[config.mk]
export PLATFORM = sky130hd
export DESIGN_NAME = puf_challenge_sequencer
export DESIGN_NICKNAME = d
export VERILOG_FILES = /design/src/rtl/puf_pkg.sv /design/src/rtl/puf_bit_voter.sv /design/src/rtl/puf_challenge_sequencer.sv
export SDC_FILE = /design/constraint.sdc
export NUM_CORES = 1
export LEC_CHECK = 0
export CAP_MARGIN = 40
export CORE_MARGIN = 5
export CORE_UTILIZATION = 40
export CTS_BUF_LIST = sky130_fd_sc_hd__clkbuf_2 sky130_fd_sc_hd__clkbuf_4 sky130_fd_sc_hd__clkbuf_8
export CTS_CLUSTER_DIAMETER = 100
export DETAILED_ROUTE_END_ITERATION = 10
export GPL_ROUTABILITY_DRIVEN = 0
export SYNTH_ARGS = -nofsm -noshare
export SYNTH_HDL_FRONTEND = slang
export SYNTH_SLANG_ARGS = --single-unit
[constraint.sdc]
create_clock -name clk -period 12.4 [get_ports clk]
set_input_delay 3.72 -clock clk [delete_from_list [all_inputs] [get_ports clk]]
set_output_delay 3.72 -clock clk [all_outputs]
set_load 0.05 [all_outputs]
[src/rtl/puf_pkg.sv]
// Shared widths and FSM state encoding for the RO-PUF challenge sequencer.
package puf_pkg;

    localparam int unsigned CHAL_W = 8;
    localparam int unsigned RESP_W = 16;
    localparam int unsigned VOTE_W = 4;

    typedef enum logic [2:0] {
        IDLE,
        CLEAR,
        EVAL,
        HOLD,
        SAMPLE,
        DONE
    } state_t;

endpackage

[src/rtl/puf_bit_voter.sv]
// Per-bit vote accumulator for one RO response bit across NVOTE evaluations.
module puf_bit_voter
    import puf_pkg::*;
#(
    parameter int unsigned NVOTE = 5
) (
    input  logic              clk,
    input  logic              rst,
    input  logic              clr,
    input  logic              inc_en,
    input  logic              bit_in,
    output logic [VOTE_W-1:0] vote_cnt,
    output logic              majority,
    output logic              unanimous
);

    localparam logic [VOTE_W-1:0] HALF = VOTE_W'(NVOTE / 2);
    localparam logic [VOTE_W-1:0] ALL  = VOTE_W'(NVOTE);

    logic [VOTE_W-1:0] cnt_nxt;

    always_comb begin
        cnt_nxt = vote_cnt;
        if (clr) begin
            cnt_nxt = '0;
        end else if (inc_en && bit_in) begin
            cnt_nxt = vote_cnt + 1'b1;
        end
    end

    always_ff @(posedge clk or posedge rst) begin
        if (rst) begin
            vote_cnt <= '0;
        end else begin
            vote_cnt <= cnt_nxt;
        end
    end

    // Decisions look at the post-increment count so the final SAMPLE cycle can
    // register the result directly into the DONE cycle.
    assign majority  = (cnt_nxt > HALF);
    assign unanimous = (cnt_nxt == '0) || (cnt_nxt == ALL);

endmodule

[src/rtl/puf_challenge_sequencer.sv]
// Drives the 16-RO PUF array through NVOTE clear/evaluate/sample rounds and
// publishes the majority-voted response with a unanimity flag.
module puf_challenge_sequencer
    import puf_pkg::*;
#(
    parameter int unsigned CLR_CYCLES  = 4,
    parameter int unsigned EVAL_CYCLES = 1000,
    parameter int unsigned NVOTE       = 5
) (
    input  logic              clk,
    input  logic              rst,
    input  logic              start,
    input  logic [CHAL_W-1:0] challenge_in,
    input  logic [RESP_W-1:0] resp_in,
    output logic              en_out,
    output logic              ro_clr,
    output logic [CHAL_W-1:0] challenge_out,
    output logic [RESP_W-1:0] resp_out,
    output logic              resp_valid,
    output logic              stable,
    output logic              busy
);

    localparam logic [15:0]       CLR_LOAD   = 16'(CLR_CYCLES - 1);
    localparam logic [15:0]       EVAL_LOAD  = 16'(EVAL_CYCLES - 1);
    localparam logic [VOTE_W-1:0] LAST_ROUND = VOTE_W'(NVOTE - 1);

    state_t              state;
    logic [15:0]         timer;
    logic [VOTE_W-1:0]   round;
    logic [RESP_W-1:0]   sync1;
    logic [RESP_W-1:0]   sync2;
    logic [RESP_W-1:0]   maj;
    logic [RESP_W-1:0]   una;
    logic [RESP_W*VOTE_W-1:0] vote_cnt_unused;
    logic                vclr;
    logic                vinc;

    assign vclr = (state == IDLE) && start;
    assign vinc = (state == SAMPLE);

    always_ff @(posedge clk or posedge rst) begin
        if (rst) begin
            sync1 <= '0;
            sync2 <= '0;
        end else begin
            sync1 <= resp_in;
            sync2 <= sync1;
        end
    end

    for (genvar i = 0; i < RESP_W; i++) begin : g_vote
        puf_bit_voter #(.NVOTE(NVOTE)) u_voter (
            .clk      (clk),
            .rst      (rst),
            .clr      (vclr),
            .inc_en   (vinc),
            .bit_in   (sync2[i]),
            .vote_cnt (vote_cnt_unused[i*VOTE_W +: VOTE_W]),
            .majority (maj[i]),
            .unanimous(una[i])
        );
    end

    always_ff @(posedge clk or posedge rst) begin
        if (rst) begin
            state         <= IDLE;
            timer         <= '0;
            round         <= '0;
            en_out        <= 1'b0;
            ro_clr        <= 1'b0;
            challenge_out <= '0;
            resp_out      <= '0;
            resp_valid    <= 1'b0;
            stable        <= 1'b0;
            busy          <= 1'b0;
        end else begin
            resp_valid <= 1'b0;
            case (state)
                IDLE: begin
                    if (start) begin
                        challenge_out <= challenge_in;
                        round         <= '0;
                        timer         <= CLR_LOAD;
                        ro_clr        <= 1'b1;
                        busy          <= 1'b1;
                        state         <= CLEAR;
                    end
                end
                CLEAR: begin
                    if (timer == '0) begin
                        ro_clr <= 1'b0;
                        en_out <= 1'b1;
                        timer  <= EVAL_LOAD;
                        state  <= EVAL;
                    end else begin
                        timer <= timer - 1'b1;
                    end
                end
                EVAL: begin
                    if (timer == '0) begin
                        en_out <= 1'b0;
                        timer  <= 16'd1;
                        state  <= HOLD;
                    end else begin
                        timer <= timer - 1'b1;
                    end
                end
                HOLD: begin
                    if (timer == '0) begin
                        state <= SAMPLE;
                    end else begin
                        timer <= timer - 1'b1;
                    end
                end
                SAMPLE: begin
                    round <= round + 1'b1;
                    if (round == LAST_ROUND) begin
                        resp_out   <= maj;
                        stable     <= &una;
                        resp_valid <= 1'b1;
                        state      <= DONE;
                    end else begin
                        ro_clr <= 1'b1;
                        timer  <= CLR_LOAD;
                        state  <= CLEAR;
                    end
                end
                DONE: begin
                    busy  <= 1'b0;
                    state <= IDLE;
                end
                default: state <= IDLE;
            endcase
        end
    end

endmodule

Word level (Yosys, flattened, before mapping) --
Cells that the tools add are included.
Storage, ports and cells: flip-flop bits (word level) 148, latch bits 0, memory bits (writable) 0, bits in read-only memories 0, bits of input ports 27, output and inout port bits 29, logic and storage cells 210, memories 0
Cells by class: add/sub/neg operators 18, $mul 0, div/mod/pow operators 0, magnitude comparators 16, eq/ne operators 28, shifts and indexed selects 0, muxes and demuxes 55, bitwise operators 0, reductions and logical operators 65
Operators by type and width (number):
- two-way mux 4 bit | 33
- two-way mux 16 bit | 5
- one-hot mux 16 bit (5 select lines) | 1
- adder 4 x 1 -> 4 bit, second input constant | 17
- == test 4 x 3 -> 1 bit, second input constant | 17
- > comparator 4 x 2 -> 1 bit, second input constant | 16
- logical NOT 4 bit | 16
- logical AND 1 bit | 17
- logical NOT 16 bit | 1
- logical OR 1 bit | 16
- AND reduction 16 bit | 1
- subtractor 16 x 1 -> 16 bit, second input constant | 1
- two-way mux 3 bit | 5
- one-hot mux 3 bit (5 select lines) | 1
- != test 2 bit, second input constant | 6
- AND reduction 4 bit | 3
- one-hot mux 4 bit (2 select lines) | 1
- AND reduction 2 bit | 4
- == test 3 x 2 -> 1 bit, second input constant | 2
- == test 3 bit, second input constant | 2
- two-way mux 1 bit | 6
- nonzero test 2 bit | 3
- nonzero test 5 bit | 1
- one-hot mux 1 bit (2 select lines) | 2
- 5 further kinds | 5

Logic depth before layout (Yosys ltp) --
Gate-level depths: netlist of the first run.
depth in word-level cells 7, mapped depth 11, depth with buffers taken out 9

Modules after synthesis --
From an unflattened synthesis of the first run, not the netlist that was laid out.
Unflattened totals: cells, all modules 712, area total of the unflattened synthesis 7507.2 um2
Modules (own cells, without submodules):
- puf_bit_voter at g_vote[10].u_voter ... | instances 15, cells each 26, area each 255.2 um2, seq. area each 100.1 um2
- puf_challenge_sequencer | instances 1, cells each 297, area each 3435.8 um2, seq. area each 2102.0 um2
- puf_bit_voter at g_vote[0].u_voter | instances 1, cells each 25, area each 242.7 um2, seq. area each 100.1 um2

Worst setup path before layout of the first run --
Ideal clock, no wire load.
kind input to register, start in start, end reg stable, library setup time 0.068 ns, arrival 5.079 ns, data required time 12.332 ns, slack 7.252 ns, cell stages on the path 7, buffers on the path 1, cell sequence and3_1 buf_6 nor2_2 or4_1 nor4_1 and4_1 a32o_1
On the way: cells in the longest elaborated chain, start to end 5, elaborated cells on any way between the ends 66, those cells by class eq/ne: 16; mux: 16; reduce/logical: 34
RTL lines:
- from (decl) | line puf_challenge_sequencer.sv:12 | input logic start,
- logical AND 1 bit * | line puf_challenge_sequencer.sv:39 | assign vclr = (state == IDLE) && start;
- two-way mux 4 bit * | line puf_bit_voter.sv:24 | if (clr) begin
- named net g_vote[12].u_voter.cnt_nxt[1] | line puf_bit_voter.sv:20 | logic [VOTE_W-1:0] cnt_nxt;
- == test 4 x 3 -> 1 bit or logical NOT 4 bit (tied branches) | line puf_bit_voter.sv:42 | assign unanimous = (cnt_nxt == '0) || (cnt_nxt == ALL);
- logical OR 1 bit * | line puf_bit_voter.sv:42
- AND reduction 16 bit * | line puf_challenge_sequencer.sv:120 | stable <= &una;
- to (signal assigned) | line puf_challenge_sequencer.sv:120
- to (decl) | line puf_challenge_sequencer.sv:20 | output logic stable,
Mark *: on every way through the listed nets, which the timed path passes. The rest lies on a longest branch. A chain may end at the register's enable or synchronous reset.

Final worst setup path of the first run --
start in start, end reg stable
On the way: cells in the longest elaborated chain, start to end 5, elaborated cells on any way between the ends 66, those cells by class eq/ne: 16; mux: 16; reduce/logical: 34
RTL lines (line):
- logical AND 1 bit * | puf_challenge_sequencer.sv:39
- two-way mux 4 bit * | puf_bit_voter.sv:24
- named net g_vote[7].u_voter.cnt_nxt[1] | puf_bit_voter.sv:20
- == test 4 x 3 -> 1 bit or logical NOT 4 bit (tied branches) | puf_bit_voter.sv:42
- logical OR 1 bit * | puf_bit_voter.sv:42
- AND reduction 16 bit * | puf_challenge_sequencer.sv:120
Marked as above.

==> results of run 1 <==
through the flow:
step	hold slack, ns	util [%]	area [µm²]
floorplan	0.331	-	6900
global placement	0.336	44.6	7630
detailed placement	0.335	44.6	7630
CTS	0.354	47.0	8040
global route	0.359	47.0	8040
finish	0.351	47.0	8040
path summary, 6_finish.rpt:
path	endpoint	slack [ns]
max in group asynchronous	g_vote[13].u_voter.vote_cnt[2]	7.31
min reg2reg	sync2[7]	0.35
max	stable	6.25
min in group asynchronous	g_vote[9].u_voter.vote_cnt[0]	3.79
min	sync2[7]	0.35
max reg2reg	stable	9.09
layout by cell type, fill, tap and decap left out, drive strengths merged, types with 6 or more instances in the layout:
| master | synthesis | routed |
|---|---|---|
| dfrtp | 148 | 148 |
| nand2 | 87 | 87 |
| nor2 | 83 | 83 |
| clkdlybuf4s50 | 0 | 55 |
| xor2 | 49 | 49 |
| o21ai | 39 | 39 |
| nand3 | 31 | 31 |
| xnor2 | 29 | 29 |
| a21oi | 24 | 24 |
| clkbuf | 9 | 21 |
| ha | 19 | 19 |
| a211oi | 15 | 15 |
| nand4 | 13 | 13 |
| nor3 | 11 | 11 |
| nor4 | 11 | 11 |
| inv | 10 | 11 |
| mux2i | 8 | 8 |
| clkinv | 0 | 7 |
| or3 | 6 | 6 |
| nand2b | 6 | 6 |
| and4bb | 6 | 6 |
power breakdown:
| part | switching [W] | total, W | leakage [nW] | internal [W] |
|---|---|---|---|---|
| Sequential | 0.00000282 | 0.000490 | 1.53 | 0.000487 |
| Combinational | 0.0000104 | 0.0000180 | 1.38 | 0.00000758 |
| Clock | 0.000185 | 0.000383 | 0.210 | 0.000198 |
| Total | 0.000199 | 0.000891 | 3.12 | 0.000693 |
state kept, by name, summed over array words and instances (netlist names), 3 cells and up:
signal,cells
sync1,16
sync2,16
g_vote.u_voter.vote_cnt,64
round,4
challenge_out,8
state,3
timer,16
resp_out,16
critical path: stages:
cell             delay (ns)
clkdlybuf4s50_1        0.54
and3_2                 0.20
buf_4                  0.61
a21oi_1                0.16
or4_1                  0.57
nor4_1                 0.29
and4_1                 0.23
a32o_1                 0.15
layer usage:
layer	GRT usage, %	wire (µm)
met1	21.6	7100
met2	24.7	7030
met3	4.04	602
met4	5.05	147
met5	0	0
area by class of cell:
class | count | area [µm²]
Clock inverter | 11 | 126
Clock buffer | 21 | 283
Sequential cell | 148 | 3700
Timing Repair Buffer | 60 | 588
Multi-Input combinational cell | 483 | 3010
Inverter | 10 | 42.5
Tap cell | 225 | 282
Fill cell | 1593 | 9080
kinds of logic after synthesis:
| group | Yosys count | synth area share, % |
|---|---|---|
| compound gates | 96 | 8.55 |
| xor+xnor | 78 | 9.89 |
| fa+ha+maj | 19 | 3.44 |
| buf+inv | 36 | 2.75 |
| flops | 148 | 53.6 |
| mux | 10 | 1.54 |
| simple gates | 280 | 20.2 |
==> out/metrics.yaml, run 1 <==
syn_area_um2: 6900
wl_per_cell_um: 15.5
dpl.cell_count: 926
drive_above_1_share_pct: 8.19
ys_types: 58
netlist_instances: 667
ctsHtreeMaxLevel: 4
holdPathStages: 0
cts_setup_buffers: 0
crit_arrival_ns: 6.54
synth_area_leaders: "dfrtp_1, xor2_1, nand2_1"
die_x_um: 141
post-dp-hpwl_mm: 10.3
io_pins: 56
numPortBuffers: 55
synth_top_area_cell: "dfrtp_1"
layout.cells.non_filler: 958
worst_pin_slew_ns: 0.817
path_clk_slew_ns: 0.08
fin_ws_ns: 6.25
dr.pass1.iters: 4
synth-edff-count: 0
ir_worst_vdd_mv: 0.0809
powerDensity_nw_per_um2: 111
rsz0062_at_grt: "no"
reg2regPathDepth: 8
via_per_inst: 5.16
ys_dominant_reg_cell: "dfrtp_1"
finalNetCount: 766
fmax_mhz: 163
total_power_w: 0.000891
grt_first_pass_wirelength_mm: 25.2
n_antenna_cell: 0
cts_made_buffers: 17
ys_top_cells_by_count: "dfrtp_1, nand2_1, nor2_1"
area_delta_synth_final_pct: 16.4
worstHoldPathType: "flip-flop to flip-flop"
slew_headroom_pct: 45.5
num_rows: 48
setup_tns_ns: 0
maxCapViolCount: 0
cts_resized: 0
power.leakage_nw: 3.12
synth_nets: 713
ant_nets: 0
core_um2: 17100
grt_use_total_pct: 15.8
path_max_fanout: 73
cts_root_buffer: "clkbuf_8"
clockBufferDepth: 2
vias: 4944
ys_warn_count: 0
initial_core_util_pct: 40.3
ys_async_sr_fraction_pct: 100
tritoncts: "yes"
synth_most_common_cell: "dfrtp_1"
yosysTopAreaCellShare_pct: 53.6
min_from: "sync1[7]"
fin_worst_skew_ns: 0.0113
period_share_pct: 49.6
setup_viol: 0
antenna_found_initial: 0
drt_iter0_drc: 263
postSynthAreaPerCell_um2: 10.4
min_period_ns: 6.15
outcome: "completed"
required_ns: 12.79
grt_max_degree: 86
grt_pass1_vias: 4992
drc: 0
start_kind: "input port"
startpoint: "start"
synth-seq-area-share_pct: 53.6
ys_ff_latch: 148
slew_violations: 0
hold_viol: 0
dieArea_um2: 20000
grt-ovfl-total: 0
holdBufCountCts: 0
die_h_um: 141
finalWirelength_mm: 14.9
place_ws_ns: 5.82
setup.worst_path.end_class: "flip-flop"
crit_type: "input port to flip-flop"
worstReg2RegStart: "state[1]"
cts.sinks: 148
insertion_delay_ns: 0.45
Power figures use the tool's default switching activity.
==> run 2: changes to the inputs <==
Clock period 12.4 ns to 6.1 ns, I/O delays scaled along.
==> run 2 against run 1 <==
  * Final area about the same
  * Flip-flop and latch count unchanged
  * Via count decreased by 0.24%
  * Largest cell class unchanged
  * Clock power increased by 89%
  * Register-to-register slack got worse by 6.4 ns
  * Critical path depth decreased by 1
  * Setup slack got worse by 4.3 ns
  * Global-route usage increased by 0.44 points
  * Die area unchanged
==> out/metrics.yaml, run 2 (same netlist as run 1, synthesis figures left out) <==
period_share_pct: 68.8
ant_nets: 0
path_max_fanout: 42
pwr-share-comb_pct: 2.2
worst_pin_slew_ns: 0.876
path_delay_family: "simple AND/OR/NAND/NOR gates"
insertion_delay_ns: 0.46
dr.pass1.iters: 4
place_ws_ns: 1.44
core_um2: 17100
antenna_found_initial: 0
fin_ws_ns: 1.90
drive_above_1_share_pct: 8.31
ir_worst_vdd_mv: 0.162
cts.sinks: 148
numPortBuffers: 55
initial_core_util_pct: 40.3
crit_type: "input port to flip-flop"
grt_first_pass_wirelength_mm: 25.9
grt_use_total_pct: 16.2
internal_power_w: 0.00137
cts_resized: 0
grt_max_degree: 94
io_pins: 56
cts_made_buffers: 17
layout_common_cells: "dfrtp_1, nand2_1, nor2_1, clkdlybuf4s50_1, xor2_1"
path_clk_slew_ns: 0.07
final_cell_area_um2: 8030
num_rows: 48
maxCapViolCount: 0
setup_tns_ns: 0
start_kind: "input port"
die_h_um: 141
seqCellArea_um2: 3700
fmax_mhz: 238
grt-ovfl-total: 0
multi_input_area_um2: 3010
die_x_um: 141
n_antenna_cell: 0
hold_viol: 0
slowest_stage: "and3_2"
setup_viol: 0
ctsHtreeMaxLevel: 4
vias: 4932
mostFrequentLayoutCell: "dfrtp_1"
slew_headroom_pct: 41.6
placed_cell_area_um2: 7660
dieArea_um2: 20000
clockBufferDepth: 2
via_per_inst: 5.14
cts_root_buffer: "clkbuf_8"
drc: 0
holdBufCountCts: 0
power.leakage_nw: 3.12
cpPeakStageDelay_ns: 0.74
clkPwrFrac_pct: 41.1
outcome: "completed"
p_sw_share_pct: 22.3
powerDensity_nw_per_um2: 219
top_register: "g_vote.u_voter.vote_cnt"
worstHoldPathType: "flip-flop to flip-flop"
slew_violations: 0
fin_worst_skew_ns: 0.00968
finalWirelength_mm: 15.4
switchingPower_w: 0.000393
min_period_ns: 4.20
crit_arrival_ns: 4.59
cp.buffers_inverters: 1
wl_per_cell_um: 16.0
required_ns: 6.49
largest_reg_flops: 64
post-dp-hpwl_mm: 10.7
finalNetCount: 768
grt_pass1_vias: 5082
n_fill_cell: 1571
rsz0062_at_grt: "no"
total_power_w: 0.00176
worstPathCellList: "clkdlybuf4s50_1 -> and3_2 -> a21oi_1 -> or4_1 -> nor4_1 -> and4_1 -> a32o_1"
drt_iter0_drc: 307
tritoncts: "yes"
area_delta_synth_final_pct: 16.3
cts_setup_buffers: 0
setup.worst_path.end_class: "flip-flop"
power_frac_seq_pct: 56.6
[run 2: cell types whose count changed in the layout (fill, tap and decap cells not counted), sizes merged]
cell      delta
clkinvlp     +1
clkbuf       +2
clkinv       -3
buf          +2
bufinv       -1
[run 2: final timing paths]
check | depth (start not counted) | from | to | slack [ns]
max | 7 | start | stable | 1.90
min | 0 | sync1[8] | sync2[8] | 0.35
max reg2reg | 7 | state[2] | stable | 2.71
min reg2reg | 0 | sync1[8] | sync2[8] | 0.35
max in group asynchronous | 4 | rst | challenge_out[4] | 3.47
min in group asynchronous | 2 | rst | sync1[9] | 1.61
[run 2: worst register-to-register path, delay by kind of cell (launching register included)]
| kind | cells | cell delay, ns |
|---|---|---|
| buffers and inverters | 1 | 0.36 |
| AO/OA/AOI/OAI | 3 | 0.99 |
| AND/OR/NAND/NOR | 3 | 1.13 |
| flip-flops | 1 | 0.84 |
[run 2: power by group through the flow]
stage          clock, W  combinational, W  sequential, W
2_1_floorplan         0         0.0000147        0.00101
3_3_place_gp          0         0.0000386        0.00102
3_5_place_dp          0         0.0000412        0.00102
4_1_cts        0.000747         0.0000414       0.000997
5_1_grt        0.000783         0.0000451       0.000998
6_report       0.000724         0.0000394       0.000997
[run 2: area by class of cell]
cell class	count	share of cell area [%]
multi-input combinational	483	37.5
tap	225	3.51
clock buffer	23	3.63
clock inverter	8	0.966
sequential	148	46.1
inverter	10	0.530
timing repair buffer	62	7.76
[run 2: metal layers]
layer | up-vias | track usage, % | wire length [µm]
met5 | - | 0 | 0
met4 | 0 | 6.72 | 406
met3 | 33 | 3.74 | 634
met2 | 88 | 25.6 | 7070
met1 | 2398 | 21.8 | 7240
li1 | 2413 | - | -
[run 2: per-stage QoR]
step / utilization, % / hold slack (ns) / std cells
finish: 46.9 / 0.351 / 959
global route: 46.9 / 0.358 / 959
CTS: 46.9 / 0.354 / 959
detailed placement: 44.8 / 0.336 / 928
global placement: 44.6 / 0.333 / 927
floorplan: - / 0.331 / 667
==> run 3: changes to the inputs <==
Clock period 6.1 ns to 3.8 ns, I/O delays scaled along.
==> run 3 against run 2 <==
  * Setup slack lost 1.0 ns
  * Global-route usage up 0.052 points
  * Flip-flop and latch count stayed put
  * Highest routed layer unchanged
  * Combinational power increased by 57%
  * Via count up 2.1%
  * Critical endpoint unchanged
  * Final cell count grew 0.73%
  * First-iteration DRC count fell by 13%
  * Routed wire length increased by 0.33%
  * Clock-buffer cell count down 3
  * Sequential power grew 60%
  * Register-to-register slack got worse by 1.7 ns
  * Core utilization is 0.71 points higher
==> out/metrics.yaml, run 3 (same netlist as run 1, synthesis figures left out) <==
highest_layer: "met4"
drc: 0
n_fill_cell: 1569
die_h_um: 141
cts_resized: 0
fmax_mhz: 345
hold_viol: 0
dr.pass1.iters: 6
finalWirelength_mm: 15.4
setup.worst_path.end_class: "flip-flop"
drt-met1-wl_mm: 6.90
finalNetCount: 774
met2_length_mm: 7.55
clockBufferDepth: 2
powerDensity_nw_per_um2: 370
multi_input_area_um2: 3010
maxCapViolCount: 0
num_rows: 48
post-dp-hpwl_mm: 10.9
dieArea_um2: 20000
seqCellArea_um2: 3700
grt_max_degree: 79
n_antenna_cell: 0
grt_pass1_vias: 5269
slew_headroom_pct: 50.5
crit_arrival_ns: 3.29
ir_worst_vdd_mv: 0.256
worst_pin_slew_ns: 0.738
cts_root_buffer: "clkbuf_8"
path_max_fanout: 6
grt-ovfl-total: 0
mostFrequentLayoutCell: "dfrtp_1"
fin_worst_skew_ns: 0.0122
cts_setup_buffers: 0
initial_core_util_pct: 40.3
ant_nets: 0
worstHoldPathType: "flip-flop to flip-flop"
drt_iter0_drc: 267
start_kind: "input port"
path_clk_slew_ns: 0.08
tritoncts: "yes"
min_period_ns: 2.90
numPortBuffers: 55
wl_per_cell_um: 15.9
largest_reg_flops: 64
grt_use_total_pct: 16.3
ctsHtreeMaxLevel: 4
cts.sinks: 148
cts_made_buffers: 17
holdBufCountCts: 0
crit_type: "input port to flip-flop"
antenna_found_initial: 0
via_per_inst: 5.21
required_ns: 4.19
rsz0062_at_grt: "no"
grt_first_pass_wirelength_mm: 26.0
layout.cells.non_filler: 966
area_delta_synth_final_pct: 18.1
top_register: "g_vote.u_voter.vote_cnt"
power.leakage_nw: 3.17
core_um2: 17100
die_x_um: 141
setup_tns_ns: 0
dpl.cell_count: 934
vias: 5035
layout_common_cells: "dfrtp_1, nand2_1, nor2_1, clkdlybuf4s50_1, xor2_1"
drive_above_1_share_pct: 9.18
insertion_delay_ns: 0.45
route.met3.wl_um: 645
io_pins: 56
period_share_pct: 76.3
outcome: "completed"
slew_violations: 0
setup_viol: 0
[run 3: cell count changes in the layout (fill, tap and decap cells not counted)]
| cell | previous run | this run |
|---|---|---|
| clkbuf_4 | 4 | 2 |
| buf_4 | 6 | 11 |
| clkinv_4 | 1 | 2 |
| buf_16 | 1 | 0 |
| clkinvlp_4 | 2 | 4 |
| inv_6 | 2 | 1 |
| clkinv_2 | 3 | 2 |
| buf_12 | 0 | 2 |
| bufinv_16 | 1 | 4 |
| clkbuf_8 | 19 | 18 |
[run 3: path summary, 6_finish.rpt]
kind	startpoint	end	slack, ns	depth (start not counted)
min in group asynchronous	rst	g_vote[8].u_voter.vote_cnt[3]	1.05	2
hold / removal	sync1[3]	sync2[3]	0.35	0
max in group asynchronous	rst	sync2[14]	1.95	3
setup / recovery	start	stable	0.90	7
setup reg to reg	timer[0]	timer[9]	1.00	9
hold reg to reg	sync1[3]	sync2[3]	0.35	0
[run 3: layout make-up]
class,instances,area share [%]
clock buffer,20,3.22
inverter,10,0.506
tap,225,3.45
sequential,148,45.4
clock inverter,12,2.19
timing repair buffer,68,8.26
multi-input combinational,483,36.9
[run 3: critical path: stages]
cell	delay (ns)
clkdlybuf4s50_1	0.55
and3_2	0.29
a21oi_1	0.09
or4_1	0.53
nor4_1	0.29
and4_1	0.24
a32o_1	0.16
[run 3: through the flow]
stage	worst slack, ns	hold slack, ns	util (%)	instance area (µm²)	power, W
after floorplan	0.799	0.331	-	6910	0.00165
after global placement	0.479	0.333	45.1	7710	0.00169
after detailed placement	0.468	0.335	45.1	7710	0.00170
after CTS	0.938	0.354	47.6	8150	0.00306
after global routing	0.731	0.356	47.6	8150	0.00314
final	0.899	0.352	47.6	8150	0.00302
[run 3: where the power goes]
| group | total [W] | internal, W | switching (W) |
|---|---|---|---|
| sequential | 0.00160 | 0.00159 | 0.00000904 |
| combinational | 0.0000620 | 0.0000275 | 0.0000345 |
| clock | 0.00136 | 0.000749 | 0.000609 |
[run 3: layer usage]
layer  up-vias  track usage, %
li1       2429               -
met1      2484            20.8
met2        98            26.7
met3        24            4.21
met4         0            6.31
met5         -               0
